**src/rtl/hazard_stall_ctrl.sv**
```systemverilog
// Hazard and stall controller for the 5-stage MIPS-lite core.
// Detects load-use hazards, flushes on taken branches, and freezes the front
// of the pipeline while a multi-cycle EX op (mult/div) completes. It also
// keeps a saturating count of cycles in which the PC was stalled.
module hazard_stall_ctrl #(
    parameter int MC_LATENCY = 4,
    parameter int CNT_W      = 4,
    parameter int PERF_W     = 16
) (
    input  logic              clk,
    input  logic              rst,
    input  logic [4:0]        id_rs,
    input  logic [4:0]        id_rt,
    input  logic              id_use_rs,
    input  logic              id_use_rt,
    input  logic              ex_mem_to_reg,
    input  logic              ex_regwrite,
    input  logic [4:0]        ex_write_reg,
    input  logic              ex_mc_op,
    input  logic              ex_branch_taken,
    output logic              pc_stall,
    output logic              ifid_stall,
    output logic              ifid_flush,
    output logic              idex_bubble,
    output logic              idex_hold,
    output logic              exmem_bubble,
    output logic              mc_busy,
    output logic [PERF_W-1:0] stall_count
);

    typedef enum logic [0:0] {
        RUN     = 1'b0,
        MC_BUSY = 1'b1
    } state_t;

    state_t              state_r;
    logic [CNT_W-1:0]    cnt_r;
    logic [PERF_W-1:0]   stall_count_r;

    logic                lu_s;
    logic                pc_stall_s;
    logic                ifid_stall_s;
    logic                ifid_flush_s;
    logic                idex_bubble_s;
    logic                idex_hold_s;
    logic                exmem_bubble_s;

    // A load in EX whose destination is a non-zero register read by the ID instruction.
    assign lu_s = ex_mem_to_reg & ex_regwrite & (ex_write_reg != 5'd0) &
                  ((id_use_rs & (id_rs == ex_write_reg)) |
                   (id_use_rt & (id_rt == ex_write_reg)));

    // Stall/flush/bubble decode from current state, down-counter and hazard inputs.
    always_comb begin
        pc_stall_s     = 1'b0;
        ifid_stall_s   = 1'b0;
        ifid_flush_s   = 1'b0;
        idex_bubble_s  = 1'b0;
        idex_hold_s    = 1'b0;
        exmem_bubble_s = 1'b0;
        case (state_r)
            RUN: begin
                if (ex_branch_taken) begin
                    // Wrong-path instructions in IF/ID and ID are squashed.
                    ifid_flush_s  = 1'b1;
                    idex_bubble_s = 1'b1;
                end else if (ex_mc_op) begin
                    // First EX cycle of a mult/div: freeze everything behind it.
                    pc_stall_s     = 1'b1;
                    ifid_stall_s   = 1'b1;
                    idex_hold_s    = 1'b1;
                    exmem_bubble_s = 1'b1;
                end else if (lu_s) begin
                    // One bubble lets the load reach MEM where forwarding covers it.
                    pc_stall_s    = 1'b1;
                    ifid_stall_s  = 1'b1;
                    idex_bubble_s = 1'b1;
                end else begin
                    pc_stall_s = 1'b0;
                end
            end
            MC_BUSY: begin
                if (cnt_r != {CNT_W{1'b0}}) begin
                    pc_stall_s     = 1'b1;
                    ifid_stall_s   = 1'b1;
                    idex_hold_s    = 1'b1;
                    exmem_bubble_s = 1'b1;
                end else begin
                    // Final EX cycle: the result drains into EX/MEM.
                    pc_stall_s = 1'b0;
                end
            end
            default: begin
                pc_stall_s = 1'b0;
            end
        endcase
    end

    // Reset overrides every control output combinationally.
    assign pc_stall     = pc_stall_s     & ~rst;
    assign ifid_stall   = ifid_stall_s   & ~rst;
    assign ifid_flush   = ifid_flush_s   & ~rst;
    assign idex_bubble  = idex_bubble_s  & ~rst;
    assign idex_hold    = idex_hold_s    & ~rst;
    assign exmem_bubble = exmem_bubble_s & ~rst;
    assign mc_busy      = (state_r == MC_BUSY) & ~rst;
    assign stall_count  = stall_count_r;

    // FSM: issue of a multi-cycle op, countdown while busy, return to RUN.
    always_ff @(posedge clk or posedge rst) begin
        if (rst) begin
            state_r <= RUN;
            cnt_r   <= {CNT_W{1'b0}};
        end else begin
            case (state_r)
                RUN: begin
                    if (!ex_branch_taken && ex_mc_op) begin
                        state_r <= MC_BUSY;
                        cnt_r   <= CNT_W'(MC_LATENCY - 2);
                    end else begin
                        state_r <= RUN;
                    end
                end
                MC_BUSY: begin
                    if (cnt_r != {CNT_W{1'b0}}) begin
                        cnt_r <= cnt_r - CNT_W'(1);
                    end else begin
                        // ex_mc_op is still high here; it must not re-issue.
                        state_r <= RUN;
                    end
                end
                default: begin
                    state_r <= RUN;
                    cnt_r   <= {CNT_W{1'b0}};
                end
            endcase
        end
    end

    // Saturating performance counter of PC-stall cycles.
    always_ff @(posedge clk or posedge rst) begin
        if (rst) begin
            stall_count_r <= {PERF_W{1'b0}};
        end else if (pc_stall && (stall_count_r != {PERF_W{1'b1}})) begin
            stall_count_r <= stall_count_r + PERF_W'(1);
        end else begin
            stall_count_r <= stall_count_r;
        end
    end

endmodule
```
**config.mk**
```make
export PLATFORM = sky130hd
export DESIGN_NAME = hazard_stall_ctrl
export DESIGN_NICKNAME = d
export VERILOG_FILES = /design/src/rtl/hazard_stall_ctrl.sv
export SDC_FILE = /design/constraint.sdc
export NUM_CORES = 1
export LEC_CHECK = 0
export BUFFER_PORTS_ARGS = -buffer_cell sky130_fd_sc_hd__buf_2
export CORE_MARGIN = 2
export CORE_UTILIZATION = 30
export DETAILED_ROUTE_END_ITERATION = 6
export PLACE_DENSITY = 0.53
export SYNTH_ARGS = -nofsm -noshare
export SYNTH_HDL_FRONTEND = slang
export SYNTH_SLANG_ARGS = --single-unit
export TNS_END_PERCENT = 100
```
**constraint.sdc**
```tcl
create_clock -name clk -period 4.42 [get_ports clk]
set_input_delay 0.442 -clock clk [delete_from_list [all_inputs] [get_ports clk]]
set_output_delay 0.442 -clock clk [all_outputs]
set_load 0.02 [all_outputs]
```
==> flow_summary.ini, run 1 <==
[run_status]
status = complete, no violations

[clock_tree]
post-cts-setup-buffers = 0
postCtsResizedCells = 0
clk_latency_ns = 0.26
cts.hold.buffers_added = 0
clockRootBuffer = clkbuf_8
htree_num_levels = 1
numCtsBuffers = 3
cts_tree = built
clock_sinks = 21
clk_pin_slew_ns = 0.08
cts_buffer_depth = 2

[detailed_routing]
ant_nets = 0
firstDrtPassIters = 4
first_iter_violations = 27
drc = 0
wirelength_um = 2750
wire_per_inst_um = 12.4
via_per_inst = 4.76
vias = 1053

[critical_path]
start_kind = register
r2r_cells = 7
crit_arrival_ns = 1.95
crit_path_end_kind = primary output
crit_path_max_fanout = 4
slowest_delay_ns = 0.40
crit-reg2reg-capture = stall_count[1]$_DFFE_PP0P_
r2r_slack_ns = 2.21
required_ns = 3.98
crit_type = register to primary output
slowest_stage = dfrtp_1
path_cells = inv_1, ha_1, or3b_1, o21ai_0, o32ai_2, buf_2
r2r_start = cnt_r[0]$_DFFE_PP0P_

[final_layout]
diodes = 0
fin_cells = 221
seq_area_sq_um = 526
fillers = 400
syn2layout_area_growth_pct = 24.2
drive_above_1_share_pct = 34.5
nNetsFinal = 198
multi_input_area_sq_um = 683
utilization_pct = 39.0

[yosys]
synth-xor-area-share_pct = 18.7
synth_top_area_cell = dfrtp_1
synthesis.nets = 151
synth-adder-area-share_pct = 2.97
synth-compound-area-share_pct = 7.81
synth_top_family_by_area = simple AND/OR/NAND/NOR gates
seq_area_frac_synth_pct = 41.5
avgSynthCellArea_sq_um = 10.1
ys_types = 32
yosysTopAreaCellShare_pct = 41.5
synth_mux_area_share_pct = 0.890
synth_most_common_cell = dfrtp_1
syn_inst = 125
synth-seq-cells = 21
synth_edf_count = 0
yosys-top-cells-area = dfrtp_1, xor2_1, xnor2_1, nor2_1, nor3_2
synth_ff_type = dfrtp_1
ys_warn_count = 0
post_synth_and_or_nand_nor_area_fraction_pct = 23.6
synth_common_cells = dfrtp_1, xor2_1, nor2_1
syn_area_sq_um = 1260
synthArstFlopShare_pct = 100

[sta]
worst_slack_ns = 2.03
hold_viol = 0
slew_headroom_pct = 43.9
min_period_over_period_pct = 54.0
layout_min_cycle_time_ns = 2.39
setup_viol = 0
max_freq_ghz = 0.419
whs_ns = 0.412
finalMaxSlewViolations = 0
finClkSkew_ns = 0.00580
tns_ns = 0
worst_pin_slew_ns = 0.841
rsz0062_at_grt = false

[power]
power_switching_share_pct = 41.6
p_leak_uw = 0.000789
p_int_uw = 435
p_sw_uw = 309
ir_drop_uv = 273
p_per_area_nw_per_um2 = 473
clkPwrFrac_pct = 17.0
seqPwrFrac_pct = 40.7
combPwrFrac_pct = 42.3

[global_routing]
grt-ovfl-total = 0
grtUsageMet1_pct = 15.0
grt_max_degree = 23
grt_pass1_vias = 990
grt-busiest-layer = met2
grt_usage_pct = 12.4
met2_usage_pct = 21.5
grt_pass1_wl_um = 4370
grt.met3_usage_pct = 2.60
antenna_found_initial = 0

[placement]
place_hpwl_um = 2100
preCtsSetupSlack_ns = 2.11
dp.cells = 217
place.gp.congestion = 0.705
port_buffers = 45

[worst_hold_path]
hold_class = input pin to async pin

[floorplan]
die_h_um = 68.9
fp.coreArea_sq_um = 4030
start_util_pct = 31.4
die_x_um = 68.9
dieArea_sq_um = 4750
ios = 46
row_count = 23

[run]
timing.max_cap.violations = 0
per-layer routing:
metal / wire [um] / share of wire (%)
met1: 1260 / 46
met2: 1210 / 44
met5: 0 / 0
met4: 35 / 1.3
met3: 247 / 9.0
layout by cell type (no fill, tap or decap), types with 3 or more instances in the layout:
cell type and count:
buf_2 45, dfrtp_1 21, xor2_1 18, nor2_1 11
xnor2_1 9, inv_1 8, nand2_1 8, nand3_1 6
and3_1 6, o21ai_0 4, nor4_1 4, nor3_2 4
nor3_1 3, ha_1 3, clkbuf_8 3
power by group through the flow:
stage,combinational (uW),sequential [uW],clock (uW)
floorplan,206,332,0
global placement,316,304,0
detailed placement,320,305,0
CTS,321,303,132
global route,357,314,142
finish,315,303,127
flip-flops by register name, indices dropped and copies added (netlist names):
register     count
stall_count     16
cnt_r            4
state_r          1
stage by stage:
stage	instance area [sq um]	total power, uW
4_1_cts	1570	756
6_report	1570	744
3_3_place_gp	1530	620
2_1_floorplan	1260	538
3_5_place_dp	1530	626
5_1_grt	1570	812
critical path, delay by kind of cell (launching register included):
kind                     cells  cell delay (ns)
flip-flops                   1             0.40
AO/OA/AOI/OAI                2             0.47
AND/OR/NAND/NOR              1             0.40
buffers and inverters        2             0.28
adder cells (fa/ha/maj)      1             0.13
worst max path at each step:
stage | slack, ns | startpoint | endpoint | cells past startpoint
6_report | 2.03 | cnt_r[0]$_DFFE_PP0P_ | ifid_stall | 6
5_1_grt | 1.89 | cnt_r[0]$_DFFE_PP0P_ | ifid_stall | 6
4_1_cts | 2.00 | cnt_r[0]$_DFFE_PP0P_ | ifid_stall | 6
3_5_place_dp | 2.11 | ex_write_reg[3] | ifid_stall | 6
3_3_place_gp | 2.16 | ex_write_reg[3] | ifid_stall | 6
2_1_floorplan | 2.17 | ex_write_reg[3] | pc_stall | 5
layout make-up:
type / count / share of cell area (%)
clock buffer: 4 / 2.87
inverter: 8 / 1.91
multi-input combinational: 93 / 43.5
sequential: 21 / 33.4
tap: 50 / 3.98
timing repair buffer: 45 / 14.3
logic make-up (layout without fill, tap and decap cells):
group                    count (synthesis)  count (layout)
AND/OR/NAND/NOR                         51              51
XOR/XNOR                                27              27
AO/OA/AOI/OAI                           11              11
adder cells (fa/ha/maj)                  3               3
multiplexers                             1               1
flip-flops                              21              21
buffers and inverters                   11              57
(Power assumes the default switching activity.)
==> run 2, diff against run 1 <==
ABC_AREA = 1   (was unset)
PLACE_DENSITY = 0.51   (was 0.53)
clock period = 2.2 ns   (was 4.42 ns; I/O delays follow)
==> run 2 against run 1 <==
- flip-flop and latch count unchanged
- area after synthesis is 21% higher
- final cell count up 57%
- core utilization shrank 1.6 points
- synthesized cell count grew 85%
- register-to-register slack lost 1.7 ns
- non-clock buffer count increased by 1
- sequential power is 87% higher
- routed wire length rose by 25%
- sequential share of layout area fell by 5.4 points
==> flow_summary.ini, run 2 <==
[yosys]
yosysTopAreaCellShare_pct = 34.2
synth_ff_type = dfrtp_1
synthArstFlopShare_pct = 100
syn_area_sq_um = 1540
synth-seq-cells = 21
seq_area_frac_synth_pct = 34.2
synth_edf_count = 0
ys_types = 27
syn_inst = 231
avgSynthCellArea_sq_um = 6.65
synth_top_area_cell = dfrtp_1
post_synth_and_or_nand_nor_area_fraction_pct = 45.8
synth_mux_area_share_pct = 0
synthesis.nets = 257
synth-compound-area-share_pct = 2.61
synth-adder-area-share_pct = 2.44
synth-xor-area-share_pct = 3.42
synth_most_common_cell = nand2_1
synth_common_cells = nand2_1, inv_1, nand3_1, nor2_1, dfrtp_1
yosys-top-cells-area = dfrtp_1, nand2_1, nand3_1, inv_1, nor2_1
ys_warn_count = 0
synth_top_family_by_area = simple AND/OR/NAND/NOR gates

[global_routing]
grt_pass1_wl_um = 5590
grt-ovfl-total = 0
antenna_found_initial = 0
grt_max_degree = 28
grt_pass1_vias = 1335
grt_usage_pct = 12.4

[detailed_routing]
ant_nets = 0
wirelength_um = 3420
vias = 1481
wire_per_inst_um = 9.86
drc = 0
first_iter_violations = 46
via_per_inst = 4.27
firstDrtPassIters = 4

[final_layout]
final_cell_mix = nand2_1, buf_2, inv_1
fillers = 573
drive_above_1_share_pct = 23.1
syn2layout_area_growth_pct = 22.0
final_common_cell = nand2_1
fin_area_sq_um = 1870
largest_register_ffs = 16
utilization_pct = 37.4
diodes = 0
nNetsFinal = 304

[critical_path]
path_cells = inv_1, ha_1, nand3_1, nand2_1, nor2_1, inv_1, nand2_8, buf_2
crit_type = register to primary output
path_depth = 8
slowest_delay_ns = 0.32
critPathTopFamily = simple AND/OR/NAND/NOR gates
r2r_cells = 10
crit_path_end_kind = primary output
slowest_stage = dfrtp_1
crit_top_cell = inv_1
crit_arrival_ns = 1.75
start_kind = register
crit_path_max_fanout = 27
path_buf_inv = 3
required_ns = 1.98

[floorplan]
ios = 46
dieArea_sq_um = 5710
fp.coreArea_sq_um = 5010
row_count = 26
start_util_pct = 30.7
die_x_um = 75.6
die_h_um = 75.6

[clock_tree]
postCtsResizedCells = 0
clk_latency_ns = 0.26
cts.hold.buffers_added = 0
cts_buffer_depth = 2
htree_num_levels = 1
numCtsBuffers = 3
cts_tree = built
post-cts-setup-buffers = 0
clockRootBuffer = clkbuf_8
clk_pin_slew_ns = 0.09
clock_sinks = 21

[sta]
min_period_over_period_pct = 89.8
finClkSkew_ns = 0.0131
worst_slack_ns = 0.225
rsz0062_at_grt = false
finalMaxSlewViolations = 0
max_freq_ghz = 0.506
layout_min_cycle_time_ns = 1.97
tns_ns = 0
worst_pin_slew_ns = 0.286
whs_ns = 0.0335
hold_viol = 0
slew_headroom_pct = 81.0
setup_viol = 0

[placement]
port_buffers = 45
preCtsSetupSlack_ns = 0.424
place_hpwl_um = 2670
dpl_cell_area_sq_um = 1820
place.gp.congestion = 0.782

[run]
timing.max_cap.violations = 0

[power]
ir_drop_uv = 501
p_per_area_nw_per_um2 = 745
p_leak_uw = 0.00112

[run_status]
status = complete, no violations

[worst_hold_path]
hold_class = input pin to async pin
==> run 2: changes by cell type after synthesis, sizes merged, moves of 8 or more <==
cell / before / now
xor2: 18 / 5
nand2: 8 / 86
xnor2: 9 / 1
nor2: 11 / 32
nand3: 6 / 31
inv: 8 / 35
==> run 2: worst reg2reg max path, delay by kind of cell (launching register included) <==
kind	cells	cell delay, ns
AND/OR/NAND/NOR	8	0.82
flip-flops	1	0.42
adder cells (fa/ha/maj)	1	0.25
buffers and inverters	1	0.09
==> run 2: metrics by stage <==
step,power (uW),std cells
final,1400,347
after global routing,1510,347
after CTS,1420,347
after detailed placement,1150,343
after global placement,1150,343
after floorplan,1010,231
==> run 2: final cells by class <==
class / count / area [sq um] / area share [%]
multi-input combinational: 170 / 842 / 44.9
sequential: 21 / 526 / 28.0
clock buffer: 3 / 41.3 / 2.20
timing repair buffer: 46 / 233 / 12.4
tap: 70 / 87.6 / 4.67
inverter: 36 / 140 / 7.48
clock inverter: 1 / 5.00 / 0.267
==> run 2: cell families after synthesis <==
| group | Yosys count |
|---|---|
| DFF | 21 |
| and+or+nand+nor | 155 |
| xor gates and xnor gates | 6 |
| buffers and inverters | 40 |
| adders and majority gates | 3 |
| AOI/OAI and AO/OA | 6 |
==> run 2: metal layers <==
layer / vias to the layer above / GRT usage (%) / part of all wire (%)
li1: 803 / - / -
met5: - / 0 / 0
met3: 2 / 2.38 / 4.1
met4: 0 / 2.53 / 0.64
met2: 28 / 21.2 / 45
met1: 648 / 16.3 / 50
==> run 2: power by group <==
part / internal [uW] / total, uW / switching [uW]
combinational: 205 / 577 / 372
clock: 126 / 253 / 127
sequential: 477 / 566 / 89.1
==> run 2: worst paths after layout <==
| check | startpoint | to | slack [ns] |
|---|---|---|---|
| min in group clk | ex_mc_op | cnt_r[3]$_DFFE_PP0P_ | 0.34 |
| worst min-delay path | rst | stall_count[15]$_DFFE_PP0P_ | 0.03 |
| worst max-delay path | cnt_r[0]$_DFFE_PP0P_ | pc_stall | 0.23 |
| worst max register to register | stall_count[0]$_DFFE_PP0P_ | stall_count[3]$_DFFE_PP0P_ | 0.53 |
| max in group asynchronous | rst | stall_count[1]$_DFFE_PP0P_ | 1.93 |
| worst min register to register | stall_count[15]$_DFFE_PP0P_ | stall_count[15]$_DFFE_PP0P_ | 0.50 |
==> run 3, diff against run 2 <==
CTS_BUF_LIST = sky130_fd_sc_hd__clkbuf_16   (was unset)
MAX_ROUTING_LAYER = met4   (was unset)
==> run 3 against run 2 <==
- final cell count unchanged
- clock power grew 50%
- clock-buffer cell count is the same
- via count fell by 0.95%
- worst hold slack improved by 0.015 ns
- critical path type unchanged
- largest power group unchanged
==> flow_summary.ini, run 3 (same netlist as run 2, synthesis figures left out) <==
[global_routing]
grt_pass1_vias = 1348
grt_pass1_wl_um = 5620
grt-ovfl-total = 0
grt_usage_pct = 12.9
grt_max_degree = 28
antenna_found_initial = 0

[floorplan]
die_h_um = 75.6
start_util_pct = 30.7
row_count = 26
die_x_um = 75.6
fp.coreArea_sq_um = 5010
dieArea_sq_um = 5710
ios = 46

[power]
p_per_area_nw_per_um2 = 798
p_leak_uw = 0.00113
ir_drop_uv = 510

[clock_tree]
cts_tree = built
clk_pin_slew_ns = 0.06
cts_buffer_depth = 2
numCtsBuffers = 3
clk_latency_ns = 0.25
clockRootBuffer = clkbuf_16
post-cts-setup-buffers = 0
clock_sinks = 21
htree_num_levels = 1

[final_layout]
seq_area_sq_um = 526
syn2layout_area_growth_pct = 24.2
largest_register_ffs = 16
nNetsFinal = 304
fin_area_sq_um = 1910
drive_above_1_share_pct = 23.1
final_common_cell = nand2_1
utilization_pct = 38.1
multi_input_area_sq_um = 842
fillers = 570
fin_cells = 347
diodes = 0
final_cell_mix = nand2_1, buf_2, inv_1

[detailed_routing]
firstDrtPassIters = 4
ant_nets = 0
first_iter_violations = 48
vias = 1467
wire_per_inst_um = 9.80
wirelength_um = 3400
via_per_inst = 4.23
drc = 0

[sta]
rsz0062_at_grt = false
finClkSkew_ns = 0.00852
whs_ns = 0.0488
slew_headroom_pct = 81.0
hold_viol = 0
layout_min_cycle_time_ns = 1.96
tns_ns = 0
worst_pin_slew_ns = 0.285
max_freq_ghz = 0.509
setup_viol = 0
finalMaxSlewViolations = 0
min_period_over_period_pct = 89.3

[placement]
port_buffers = 45
place_hpwl_um = 2670
dpl_cell_area_sq_um = 1820
place.gp.congestion = 0.793
dp.cells = 343

[worst_hold_path]
hold_class = input pin to async pin

[critical_path]
crit_arrival_ns = 1.74
critPathTopFamily = simple AND/OR/NAND/NOR gates
start_kind = register
path_buf_inv = 3
crit_top_cell = inv_1
slowest_stage = dfrtp_1
crit_path_end_kind = primary output
slowest_delay_ns = 0.32
path_cells = inv_1, ha_1, nand3_1, nand2_1, nor2_1, inv_1, nand2_8, buf_2
required_ns = 1.98
crit_type = register to primary output
crit_path_max_fanout = 27

[run_status]
status = complete, no violations

[run]
timing.max_cap.violations = 0
-- run 3: cell types whose count changed in the layout (fill, tap and decap cells not counted) --
cell,before,now
clkbuf_8,3,0
clkbuf_16,0,3
-- run 3: path summary, 6_finish.rpt --
| path | from | to | slack, ns | cells past startpoint |
|---|---|---|---|---|
| worst max-delay path | cnt_r[0]$_DFFE_PP0P_ | pc_stall | 0.24 | 8 |
| worst min-delay path | rst | stall_count[15]$_DFFE_PP0P_ | 0.05 | 3 |
| worst max register to register | stall_count[0]$_DFFE_PP0P_ | stall_count[3]$_DFFE_PP0P_ | 0.53 | 10 |
| worst min register to register | stall_count[15]$_DFFE_PP0P_ | stall_count[15]$_DFFE_PP0P_ | 0.50 | 2 |
| max in group asynchronous | rst | stall_count[1]$_DFFE_PP0P_ | 1.92 | 3 |
| min in group clk | ex_mc_op | cnt_r[3]$_DFFE_PP0P_ | 0.35 | 4 |
-- run 3: cell type report --
| class | instances | share of cell area [%] |
|---|---|---|
| multi-input cells | 170 | 44.1 |
| flip-flops and latches | 21 | 27.5 |
| repair buffers | 46 | 12.2 |
| inverters | 36 | 7.34 |
| well taps | 70 | 4.59 |
| clock buffers | 3 | 3.93 |
| clock inverters | 1 | 0.262 |
-- run 3: through the flow --
| stage | total power [uW] | setup slack (ns) |
|---|---|---|
| after floorplan | 1010 | 0.281 |
| after global placement | 1150 | 0.486 |
| after detailed placement | 1150 | 0.424 |
| after CTS | 1550 | 0.149 |
| after global routing | 1640 | 0.0514 |
| final | 1520 | 0.236 |
-- run 3: tightest hold or removal path, cell delays in order --
cell	delay (ns)
buf_2	0.12
inv_1	0.06
buf_4	0.29
-- run 3: power by group --
part           total [uW]  switching (uW)  internal [uW]
sequential            567            89.1            478
clock                 380             137            244
combinational         576             371            205
total                1520             597            926
-- run 3: layer usage --
metal  GRT usage (%)  wire [um]  vias up
met1            16.5       1740      637
met2            21.2       1510       25
met3            2.12        117        2
met4            3.70         33        0
met5               -          0        -
li1                -          -      803
-- run 3: repair_timing --
action,CTS,global route
hold buffers,0,0
gates resized for setup,0,1
setup endpoints to repair,0,2
